**config.mk**
```make
export PLATFORM = sky130hd
export DESIGN_NAME = step_ctrl
export DESIGN_NICKNAME = d
export VERILOG_FILES = /design/src/rtl/step_pkg.sv /design/src/rtl/step_ctrl_debounce.sv /design/src/rtl/step_ctrl.sv
export SDC_FILE = /design/constraint.sdc
export NUM_CORES = 1
export LEC_CHECK = 0
export ABC_AREA = 1
export CORE_MARGIN = 8
export CORE_UTILIZATION = 45
export CTS_BUF_LIST = sky130_fd_sc_hd__clkbuf_4
export DETAILED_ROUTE_END_ITERATION = 16
export GPL_ROUTABILITY_DRIVEN = 0
export GPL_TIMING_DRIVEN = 0
export RECOVER_POWER = 25
export SLEW_MARGIN = 20
export SYNTH_ARGS = -nofsm -noshare
export SYNTH_HDL_FRONTEND = slang
export SYNTH_HIERARCHICAL = 1
export SYNTH_SLANG_ARGS = --single-unit
```
**constraint.sdc**
```tcl
create_clock -name CLK -period 4.3 [get_ports CLK]
set_input_delay 0.86 -clock CLK [delete_from_list [all_inputs] [get_ports CLK]]
set_output_delay 0.86 -clock CLK [all_outputs]
set_load 0.05 [all_outputs]
```
**src/rtl/step_pkg.sv**
```systemverilog
// rtl/step_pkg.sv - shared FSM state encoding and direction constants for step_ctrl
package step_pkg;

    typedef enum logic [1:0] {
        IDLE      = 2'd0,
        HOLD_WAIT = 2'd1,
        REPEAT    = 2'd2,
        LOCKOUT   = 2'd3
    } step_state_t;

    localparam logic DIR_UP = 1'b0;
    localparam logic DIR_DN = 1'b1;

endpackage

```
**src/rtl/step_ctrl_debounce.sv**
```systemverilog
// rtl/step_ctrl_debounce.sv - two-flop synchronizer plus counting debouncer for one pushbutton
module debounce #(
    parameter int DEB_CYCLES = 500000
) (
    input  logic CLK,
    input  logic RST,
    input  logic btn,
    output logic level
);

    localparam int CW = $clog2(DEB_CYCLES + 1);
    localparam logic [CW-1:0] CNT_LAST = CW'(DEB_CYCLES - 1);

    logic          sync1;
    logic          sync2;
    logic [CW-1:0] cnt;

    // Bring the raw asynchronous button into the CLK domain.
    always_ff @(posedge CLK) begin
        if (RST) begin
            sync1 <= 1'b0;
            sync2 <= 1'b0;
        end else begin
            sync1 <= btn;
            sync2 <= sync1;
        end
    end

    // Count consecutive disagreeing samples; flip the level on the last one, clear on any agreement.
    // The counter never passes CNT_LAST, so it cannot wrap.
    always_ff @(posedge CLK) begin
        if (RST) begin
            cnt   <= '0;
            level <= 1'b0;
        end else if (sync2 == level) begin
            cnt <= '0;
        end else if (cnt >= CNT_LAST) begin
            level <= ~level;
            cnt   <= '0;
        end else begin
            cnt <= cnt + 1'b1;
        end
    end

endmodule

```
**src/rtl/step_ctrl.sv**
```systemverilog
// rtl/step_ctrl.sv - up/down pushbutton stepper with debounce, auto-repeat and dual-press lockout
module step_ctrl
    import step_pkg::*;
#(
    parameter int DEB_CYCLES   = 500000,
    parameter int REPEAT_DELAY = 25000000,
    parameter int REPEAT_RATE  = 5000000
) (
    input  logic CLK,
    input  logic RST,
    input  logic UP_BTN,
    input  logic DN_BTN,
    output logic STEP,
    output logic DIR,
    output logic HELD
);

    localparam int DW = $clog2(REPEAT_DELAY + 1);
    localparam int RW = $clog2(REPEAT_RATE + 1);
    localparam logic [DW-1:0] DLY_LAST  = DW'(REPEAT_DELAY - 1);
    localparam logic [RW-1:0] RATE_LAST = RW'(REPEAT_RATE - 1);

    logic          up_lvl;
    logic          dn_lvl;
    logic          up_prev;
    logic          dn_prev;
    logic          up_rise;
    logic          dn_rise;
    logic          active;

    step_state_t   state;
    step_state_t   state_nx;
    logic          step_q;
    logic          step_nx;
    logic          dir_q;
    logic          dir_nx;
    logic          held_q;
    logic [DW-1:0] dly_cnt;
    logic [DW-1:0] dly_nx;
    logic [RW-1:0] rate_cnt;
    logic [RW-1:0] rate_nx;

    debounce #(.DEB_CYCLES(DEB_CYCLES)) u_deb_up (
        .CLK   (CLK),
        .RST   (RST),
        .btn   (UP_BTN),
        .level (up_lvl)
    );

    debounce #(.DEB_CYCLES(DEB_CYCLES)) u_deb_dn (
        .CLK   (CLK),
        .RST   (RST),
        .btn   (DN_BTN),
        .level (dn_lvl)
    );

    assign up_rise = up_lvl & ~up_prev;
    assign dn_rise = dn_lvl & ~dn_prev;
    // The button that started the current hold is identified by the latched direction.
    assign active  = (dir_q == DIR_DN) ? dn_lvl : up_lvl;

    // Next-state and next-output logic; dual press overrides everything, release overrides repeat.
    always_comb begin
        state_nx = state;
        step_nx  = 1'b0;
        dir_nx   = dir_q;
        dly_nx   = dly_cnt;
        rate_nx  = rate_cnt;
        if (up_lvl && dn_lvl) begin
            state_nx = LOCKOUT;
        end else begin
            case (state)
                IDLE: begin
                    if (up_rise ^ dn_rise) begin
                        step_nx  = 1'b1;
                        dir_nx   = dn_rise ? DIR_DN : DIR_UP;
                        dly_nx   = '0;
                        state_nx = HOLD_WAIT;
                    end
                end
                HOLD_WAIT: begin
                    if (!active) begin
                        state_nx = IDLE;
                    end else if (dly_cnt >= DLY_LAST && !step_q) begin
                        step_nx  = 1'b1;
                        rate_nx  = '0;
                        state_nx = REPEAT;
                    end else if (dly_cnt < DLY_LAST) begin
                        dly_nx = dly_cnt + 1'b1;
                    end
                end
                REPEAT: begin
                    if (!active) begin
                        state_nx = IDLE;
                    end else if (rate_cnt >= RATE_LAST && !step_q) begin
                        step_nx = 1'b1;
                        rate_nx = '0;
                    end else if (rate_cnt < RATE_LAST) begin
                        rate_nx = rate_cnt + 1'b1;
                    end
                end
                LOCKOUT: begin
                    if (!up_lvl && !dn_lvl) begin
                        state_nx = IDLE;
                    end
                end
                default: begin
                    state_nx = IDLE;
                end
            endcase
        end
    end

    // State, counters and registered outputs; HELD reflects the state held during the previous cycle.
    always_ff @(posedge CLK) begin
        if (RST) begin
            state    <= IDLE;
            step_q   <= 1'b0;
            dir_q    <= DIR_UP;
            held_q   <= 1'b0;
            dly_cnt  <= '0;
            rate_cnt <= '0;
            up_prev  <= 1'b0;
            dn_prev  <= 1'b0;
        end else begin
            state    <= state_nx;
            step_q   <= step_nx;
            dir_q    <= dir_nx;
            held_q   <= (state == HOLD_WAIT) || (state == REPEAT);
            dly_cnt  <= dly_nx;
            rate_cnt <= rate_nx;
            up_prev  <= up_lvl;
            dn_prev  <= dn_lvl;
        end
    end

    assign STEP = step_q;
    assign DIR  = dir_q;
    assign HELD = held_q;

endmodule

```
==> flow_summary.toml, run 1 <==
[setup_path]
cp.required_ns = 3.44
crit_cells = 1
startpoint_type = "flip-flop"
crit_fanout = 3
cp_slowest_stage_delay_ns = 0.83
r2r_start = "u_deb_dn/cnt[0]"
cp-end-kind = "output port"
worstPathArrival_ns = 1.76
r2r_end = "u_deb_dn/cnt[8]"
r2r_slack_ns = 2.01
crit_family = "buffers and inverters"
worst-r2r-cell-count = 9
critPathSlowestCell = "clkdlybuf4s50_1"
path_buf_inv = 1
cp_cell_sequence = "clkdlybuf4s50_1"
critPathKind = "flip-flop to output port"

[yosys]
yosysUniqueCellTypes = 38
syn_area_um2 = 6580
netlist_instances = 1063
synth_edf_count = 0
synthArstFlopShare_pct = 0
synthFlopType = "dfxtp_1"
synth_mux_area_share_pct = 0
synth_area_leaders = "dfxtp_1, nand2_1, nor2_1"
synth_top_area_share_pct = 30.1
syn_nets = 1077
synth-xor-area-share_pct = 7.97
syn_area_per_cell_um2 = 6.19
synth-seq-cells = 99
yosysTopAreaCell = "dfxtp_1"
ys_seq_area_share_pct = 30.1
synth_compound_area_share_pct = 4.76
synth_fa_ha_area_share_pct = 1.90
yosys.area_share.simple_pct = 45.3
synth_top_family_by_area = "simple AND/OR/NAND/NOR gates"
synth_warnings = 6

[timing]
hold_viol_final = 0
min_period_ns = 2.62
period_share_pct = 61.0
rsz0062_at_grt = "false"
holdWs_ns = 0.414
slew_violations = 0
finalSetupViolations = 0
slew_headroom_pct = 42.3
finalSetupTns_ns = 0
skew_ns = 0.0185
fmax_mhz = 381
worstMarginPinSlew_ns = 0.866

[global_routing]
grt.overflow.total = 0
grt_use_met3_pct = 3.19
antenna_found_initial = 0
grt_pass1_wl_mm = 26.2
use_met1_pct = 22.5
grtUsageTotal_pct = 17.1
grt_pass1_vias = 5593
grt.met2_usage_pct = 27.9
grt_max_degree = 19
busiest_layer = "met2"

[placed_design]
dp_hpwl_mm = 11.5
placed_cell_area_um2 = 6870
io_buffers = 6

[die]
die_w_um = 137
io_pins = 7
placeableCoreArea_um2 = 14400
std_cell_rows = 44
die_h_um = 137
start_util_pct = 45.6
dieArea_um2 = 18700

[layout]
design_area_um2 = 6980
finalNetCount = 1094
num-fill-cells = 1540
layout-drive-gt1-share_pct = 7.47
areaGrowthSynthToFinish_pct = 6.14
antenna_cells = 0

[detailed_routing]
drc = 0
wire_per_inst_um = 11.9
vias_per_cell = 4.83
first_iter_violations = 387
wl_mm = 15.1
antenna_left = 0
dr_total_vias = 6130
first_pass_iters = 6

[cts]
hold_buffers = 0
cts_tree = "done"
cts_sinks = 99
cts_resized = 0
clock_latency_ns = 0.50
clk_pin_slew_worst_paths_ns = 0.17
clock-root-buffer = "clkbuf_4"
cts_buffers = 9
h-tree-depth = 3
clock_path_buffers = 2
postCtsSetupBuffers = 0

[hold_path]
hold_depth = 2
hold_end = "u_deb_up/sync2"
hold_start = "u_deb_up/sync1"
hold_class = "flip-flop to flip-flop"

[job]
maxCapViolations = 0

[power]
powerDensity_nw_per_um2 = 214
max-vdd-ir-drop_mv = 0.216
power_mw = 1.50
p_leak_nw = 2.56

[status]
status = "finished clean"
-- power breakdown --
part | switching (mW) | internal [mW]
registers | 0.00134 | 0.920
logic | 0.0181 | 0.00720
clock network | 0.361 | 0.189
-- metrics by stage --
step	cells	setup slack, ns	utilization (%)
CTS	1269	1.61	48.7
floorplan	1063	2.41	-
global placement	1253	1.79	47.6
detailed placement	1253	1.79	47.6
global route	1269	1.59	48.4
finish	1269	1.68	48.4
-- layout make-up --
type,instances,area [µm²],share of cell area [%]
inverter,125,472,6.76
clock inverter,7,82.6,1.18
multi-input combinational,814,3920,56.2
clock buffer,9,67.6,0.968
buffer,25,165,2.37
timing repair buffer,6,60.1,0.860
sequential,99,1980,28.4
tap,184,230,3.30
-- metal layers --
layer	routed length, µm	vias up	share of wire [%]
li1	-	3341	-
met1	7740	2685	51
met2	6670	91	44
met3	519	13	3.4
met4	179	0	1.2
met5	0	-	0
-- sequential cells by signal, indices dropped and copies added (netlist names), 2 cells and up --
signal / flops
dly_cnt: 25
u_deb_dn/cnt: 19
rate_cnt: 23
state: 2
u_deb_up/cnt: 19
-- synthesized netlist by cell type (3+ instances only) --
| cell | n |
|---|---|
| nand2_1 | 293 |
| nor2_1 | 221 |
| inv_1 | 115 |
| dfxtp_1 | 99 |
| nand3_1 | 72 |
| xor2_1 | 48 |
| a21oi_1 | 37 |
| nor3_1 | 29 |
| nand4_1 | 22 |
| nor2_2 | 21 |
| o21ai_0 | 14 |
| clkbuf_1 | 11 |
| ha_1 | 10 |
| xnor2_1 | 10 |
| inv_2 | 8 |
| nor2_4 | 7 |
| buf_4 | 6 |
| nand2_4 | 6 |
| nand2_2 | 5 |
| buf_6 | 4 |
| nand3b_1 | 3 |
-- tightest hold or removal path, delay by kind of cell (launching register included) --
kind	cells	cell delay, ns
buffers and inverters	1	0.04
DFF	1	0.33
and+or+nand+nor	1	0.03
-- worst max-delay path by stage --
stage | endpoint | from | slack, ns
after floorplan | dly_cnt[11] | DIR | 2.41
after global placement | state[1] | RST | 1.79
after detailed placement | rate_cnt[9] | RST | 1.79
after CTS | DIR | DIR | 1.61
after global routing | DIR | DIR | 1.59
final | STEP | STEP | 1.68
-- layout by cell type, fill, tap and decap left out, types with 2 or more instances in the layout --
cell,count
a21oi_1,37
a31oi_1,2
buf_2,2
buf_4,6
buf_6,4
clkbuf_1,12
clkbuf_4,9
clkdlybuf4s50_1,5
dfxtp_1,99
ha_1,10
inv_1,115
inv_2,8
inv_6,2
inv_8,2
nand2_1,295
nand2_2,5
nand2_4,4
nand3_1,72
nand3_2,2
nand3b_1,3
nand4_1,22
nor2_1,223
nor2_2,19
nor2_4,7
nor3_1,29
o21ai_0,14
o31ai_1,2
xnor2_1,10
xor2_1,48
-- logic make-up after synthesis --
kind of cell,count (synthesis)
buf+inv,150
compound gates,58
fa+ha+maj,10
simple gates,687
flops,99
xor+xnor,59
No activity file was read; power rests on OpenSTA's default activity.
==> inputs of run 2 (changes only) <==
clock period = 2.2 ns   (was 4.3 ns; I/O delays follow)
==> run 2 against run 1 <==
Sequential share of layout area shrank 0.088 points. Cell count about the same. Via count grew 0.16%. Non-clock buffer count decreased by 1. Largest power group unchanged. Utilization is 0.36 points higher. Combinational power rose by 100%. Global-route usage unchanged. Largest cell class unchanged.
==> flow_summary.toml, run 2 (synthesis results as in run 1) <==
[status]
status = "finished clean"

[detailed_routing]
antenna_left = 0
wl_mm = 15.2
first_iter_violations = 393
drc = 0
wire_per_inst_um = 12.0
first_pass_iters = 8
dr_total_vias = 6140
vias_per_cell = 4.84

[setup_path]
cp_cell_sequence = "inv_1 > ha_1 > clkinvlp_4 > clkbuf_1 > nor2_1 > nand2_1 > nand2_1 > nand2_1 > nor2_1"
worst-r2r-cell-count = 9
r2r_slack_ns = 0.12
critPathSlowestCell = "clkbuf_1"
cp_common_cell = "nand2_1"
crit_fanout = 10
r2r_end = "rate_cnt[14]"
worstPathArrival_ns = 2.47
critPathKind = "flip-flop to flip-flop"
cp-end-kind = "flip-flop"
cp.required_ns = 2.59
r2r_start = "state[0]"
startpoint_type = "flip-flop"
cp_slowest_stage_delay_ns = 0.49

[layout]
areaGrowthSynthToFinish_pct = 6.94
num-fill-cells = 1531
top_register = "dly_cnt"
final_common_cell = "nand2_1"
ff_latch_area_um2 = 1990
layout-drive-gt1-share_pct = 8.67
top_regs = "dly_cnt: 25 flops, rate_cnt: 23 flops"
finalNetCount = 1093
largest_reg_flops = 25
multi_input_area_um2 = 3950
layout_common_cells = "nand2_1, nor2_1, inv_1"
fin_cells = 1268
design_area_um2 = 7030
antenna_cells = 0

[timing]
worst_slack_ns = 0.124
period_share_pct = 94.4
slew_headroom_pct = 60.4
fmax_mhz = 482
skew_ns = 0.0170
hold_viol_final = 0
min_period_ns = 2.08
finalSetupViolations = 0
finalSetupTns_ns = 0
slew_violations = 0
worstMarginPinSlew_ns = 0.594

[global_routing]
grt.overflow.total = 0
grtUsageTotal_pct = 17.1
grt_max_degree = 19
antenna_found_initial = 0
grt_pass1_wl_mm = 26.2
grt_pass1_vias = 5593

[power]
powerDensity_nw_per_um2 = 416
p_leak_nw = 2.58
max-vdd-ir-drop_mv = 0.422
power_mw = 2.92

[die]
die_w_um = 137
io_pins = 7
placeableCoreArea_um2 = 14400
start_util_pct = 45.6
std_cell_rows = 44
dieArea_um2 = 18700
die_h_um = 137

[placed_design]
dp_cells = 1253
pre_cts_slack_ns = 0.0174
io_buffers = 6
placed_cell_area_um2 = 6870
dp_hpwl_mm = 11.5

[cts]
h-tree-depth = 3
postCtsSetupBuffers = 0
hold_buffers = 0
cts_buffers = 9
clk_pin_slew_worst_paths_ns = 0.17
clock-root-buffer = "clkbuf_4"
clock_latency_ns = 0.50
cts_tree = "done"
cts_sinks = 99
clock_path_buffers = 2

[hold_path]
hold_depth = 2
hold_start = "u_deb_up/sync1"
hold_class = "flip-flop to flip-flop"
hold_end = "u_deb_up/sync2"

[job]
maxCapViolations = 0
[run 2: metrics by stage]
stage / hold WS (ns) / util, %
after floorplan: 0.388 / -
after global placement: 0.393 / 47.6
after detailed placement: 0.393 / 47.6
after CTS: 0.379 / 48.7
after global routing: 0.381 / 48.8
final: 0.414 / 48.8
[run 2: what timing repair did]
item	in CTS	in global routing
pin swaps	0	0
resized for setup	4	16
setup endpoints to repair	12	48
gates cloned	0	0
hold endpoints to repair	0	0
[run 2: how the worst max path moves through the flow]
stage,startpoint,end,slack (ns),cells after the start
3_3_place_gp,state[0],rate_cnt[14],-0.002,10
3_5_place_dp,rate_cnt[0],rate_cnt[11],0.02,13
5_1_grt,dly_cnt[0],rate_cnt[10],-0.003,17
2_1_floorplan,DIR,dly_cnt[11],0.31,9
4_1_cts,state[0],rate_cnt[10],0.006,10
6_report,state[0],rate_cnt[14],0.12,9
[run 2: critical path: cells and delay by family, from the launching register on]
kind,cells,cell delay (ns)
buffers and inverters,3,0.81
flip-flops,1,0.45
adder cells (fa/ha/maj),1,0.35
AND/OR/NAND/NOR,5,0.35
[run 2: layer usage]
metal / global-route usage [%] / vias to the layer above / wire, µm / part of all wire [%]
met1: 22.5 / 2699 / 7750 / 51
met5: 0 / - / 0 / 0
met3: 3.19 / 14 / 497 / 3.3
met2: 27.9 / 91 / 6780 / 45
met4: 4.89 / 0 / 187 / 1.2
li1: - / 3336 / - / -
[run 2: layout make-up]
class,count,area share [%]
multi-input combinational,814,56.1
sequential,99,28.3
inverter,125,6.76
tap,184,3.27
buffer,24,2.60
clock inverter,7,1.17
clock buffer,9,0.961
timing repair buffer,6,0.818
[run 2: report_power, final]
part	leakage (nW)	internal, mW	switching (mW)	total (mW)
clock	0.0808	0.368	0.704	1.07
combinational	1.70	0.0156	0.0353	0.0510
sequential	0.801	1.80	0.00259	1.80
==> inputs of run 3 (changes only) <==
clock period = 2.4 ns   (was 2.2 ns; I/O delays follow)
==> run 3 against run 2 <==
First-iteration DRC count increased by 12%. Sequential share of layout area about the same. Clock power decreased by 8%. Sequential power decreased by 8%. Sequential cell count unchanged. Via count increased by 0.28%. Setup slack improved by 0.036 ns. Count of clock-buffer cells in the layout unchanged. Hold slack about the same. Critical path type is now flip-flop to output port. Critical endpoint is now DIR. Largest power group unchanged.
==> flow_summary.toml, run 3 (synthesis results as in run 1) <==
[layout]
areaGrowthSynthToFinish_pct = 6.33
finalNetCount = 1094
layout-drive-gt1-share_pct = 7.65
layout_common_cells = "nand2_1, nor2_1, inv_1"
top_regs = "dly_cnt: 25 flops, rate_cnt: 23 flops"
design_area_um2 = 6990
antenna_cells = 0
top_register = "dly_cnt"
largest_reg_flops = 25
final_common_cell = "nand2_1"

[cts]
h-tree-depth = 3
cts_tree = "done"
cts_buffers = 9
hold_buffers = 0
cts_sinks = 99
clock_latency_ns = 0.49
clock-root-buffer = "clkbuf_4"
clock_path_buffers = 2
clk_pin_slew_worst_paths_ns = 0.17

[placed_design]
dp_hpwl_mm = 11.5
io_buffers = 6
placed_cell_area_um2 = 6870
pre_cts_slack_ns = 0.217

[detailed_routing]
first_iter_violations = 442
wl_mm = 15.2
drc = 0
dr_total_vias = 6157
first_pass_iters = 6
wire_per_inst_um = 12.0
antenna_left = 0
vias_per_cell = 4.85

[setup_path]
worst-r2r-cell-count = 10
cp-end-kind = "output port"
r2r_slack_ns = 0.17
crit_fanout = 4
cp.required_ns = 1.92
path_buf_inv = 1
startpoint_type = "flip-flop"
r2r_end = "rate_cnt[14]"
cp_cell_sequence = "clkdlybuf4s50_1"
critPathKind = "flip-flop to output port"
worstPathArrival_ns = 1.76
crit_family = "buffers and inverters"
r2r_start = "state[0]"
cp_slowest_stage_delay_ns = 0.83
critPathSlowestCell = "clkdlybuf4s50_1"

[timing]
finalSetupTns_ns = 0
skew_ns = 0.0168
holdWs_ns = 0.414
hold_viol_final = 0
slew_violations = 0
slew_headroom_pct = 60.8
min_period_ns = 2.24
fmax_mhz = 446
period_share_pct = 93.3
worstMarginPinSlew_ns = 0.587
worst_slack_ns = 0.160
finalSetupViolations = 0
rsz0062_at_grt = "false"

[global_routing]
grt_max_degree = 19
antenna_found_initial = 0
grt.overflow.total = 0
grt_use_met3_pct = 3.19
grt_pass1_wl_mm = 26.2
grt.met2_usage_pct = 27.9
grt_pass1_vias = 5593
use_met1_pct = 22.5
grtUsageTotal_pct = 17.1
busiest_layer = "met2"

[status]
status = "finished clean"

[die]
placeableCoreArea_um2 = 14400
std_cell_rows = 44
die_h_um = 137
io_pins = 7
dieArea_um2 = 18700
die_w_um = 137
start_util_pct = 45.6

[power]
p_switching_mw = 0.683
power_mw = 2.68
power.share.switching_pct = 25.4
p_int_mw = 2.00
p_leak_nw = 2.56
powerDensity_nw_per_um2 = 384
p_seq_share_pct = 61.5
max-vdd-ir-drop_mv = 0.388
clkPwrFrac_pct = 36.7
comb_power_share_pct = 1.8

[job]
maxCapViolations = 0

[hold_path]
hold_class = "flip-flop to flip-flop"
hold_start = "u_deb_up/sync1"
hold_depth = 2
hold_end = "u_deb_up/sync2"
## run 3: changes by cell type in the layout (fill, tap and decap cells not counted), moves of 2 or more
cell,before,now
dlygate4sd2_1,2,0
clkbuf_1,8,10
dfxtp_2,4,0
clkdlybuf4s50_1,3,5
dfxtp_1,94,99
ha_1,8,10
## run 3: worst max-delay path by stage
| stage | slack [ns] | cells after the start | startpoint | to |
|---|---|---|---|---|
| CTS | 0.09 | 1 | DIR | DIR |
| floorplan | 0.51 | 9 | DIR | dly_cnt[11] |
| global route | 0.02 | 9 | state[1] | dly_cnt[14] |
| global placement | 0.20 | 10 | state[0] | rate_cnt[14] |
| finish | 0.16 | 1 | DIR | DIR |
| detailed placement | 0.22 | 13 | rate_cnt[0] | rate_cnt[11] |
## run 3: power groups by stage
stage / combinational, mW / clock (mW) / sequential, mW
floorplan: 0.0325 / 0 / 1.69
global placement: 0.0494 / 0 / 1.69
detailed placement: 0.0496 / 0 / 1.69
CTS: 0.0496 / 1.04 / 1.65
global route: 0.0525 / 1.10 / 1.65
finish: 0.0470 / 0.985 / 1.65
## run 3: per-layer routing
layer	part of all wire [%]	wire length, µm	vias to the layer above
met1	51	7730	2713
met2	44	6730	95
met3	3.6	540	14
met5	0	0	-
met4	1.2	181	0
li1	-	-	3335
## run 3: area by class of cell
cell class | instances | area [µm²]
timing repair buffer | 6 | 60.1
inverter | 125 | 472
tap | 184 | 230
buffer | 25 | 183
multi-input combinational | 814 | 3920
sequential | 99 | 1980
clock inverter | 7 | 82.6
clock buffer | 9 | 67.6
fill | 1539 | 7430
## run 3: what timing repair did
action / CTS / global route
buffers inserted: 0 / 0
gates resized for setup: 0 / 3
setup endpoints to repair: 0 / 16
endpoints found under the hold margin: 0 / 0
## run 3: stage by stage
stage                     utilization [%]  instances
final                                48.5       1269
after global routing                 48.5       1269
after CTS                            48.7       1269
after detailed placement             47.6       1253
after global placement               47.6       1253
after floorplan                         -       1063
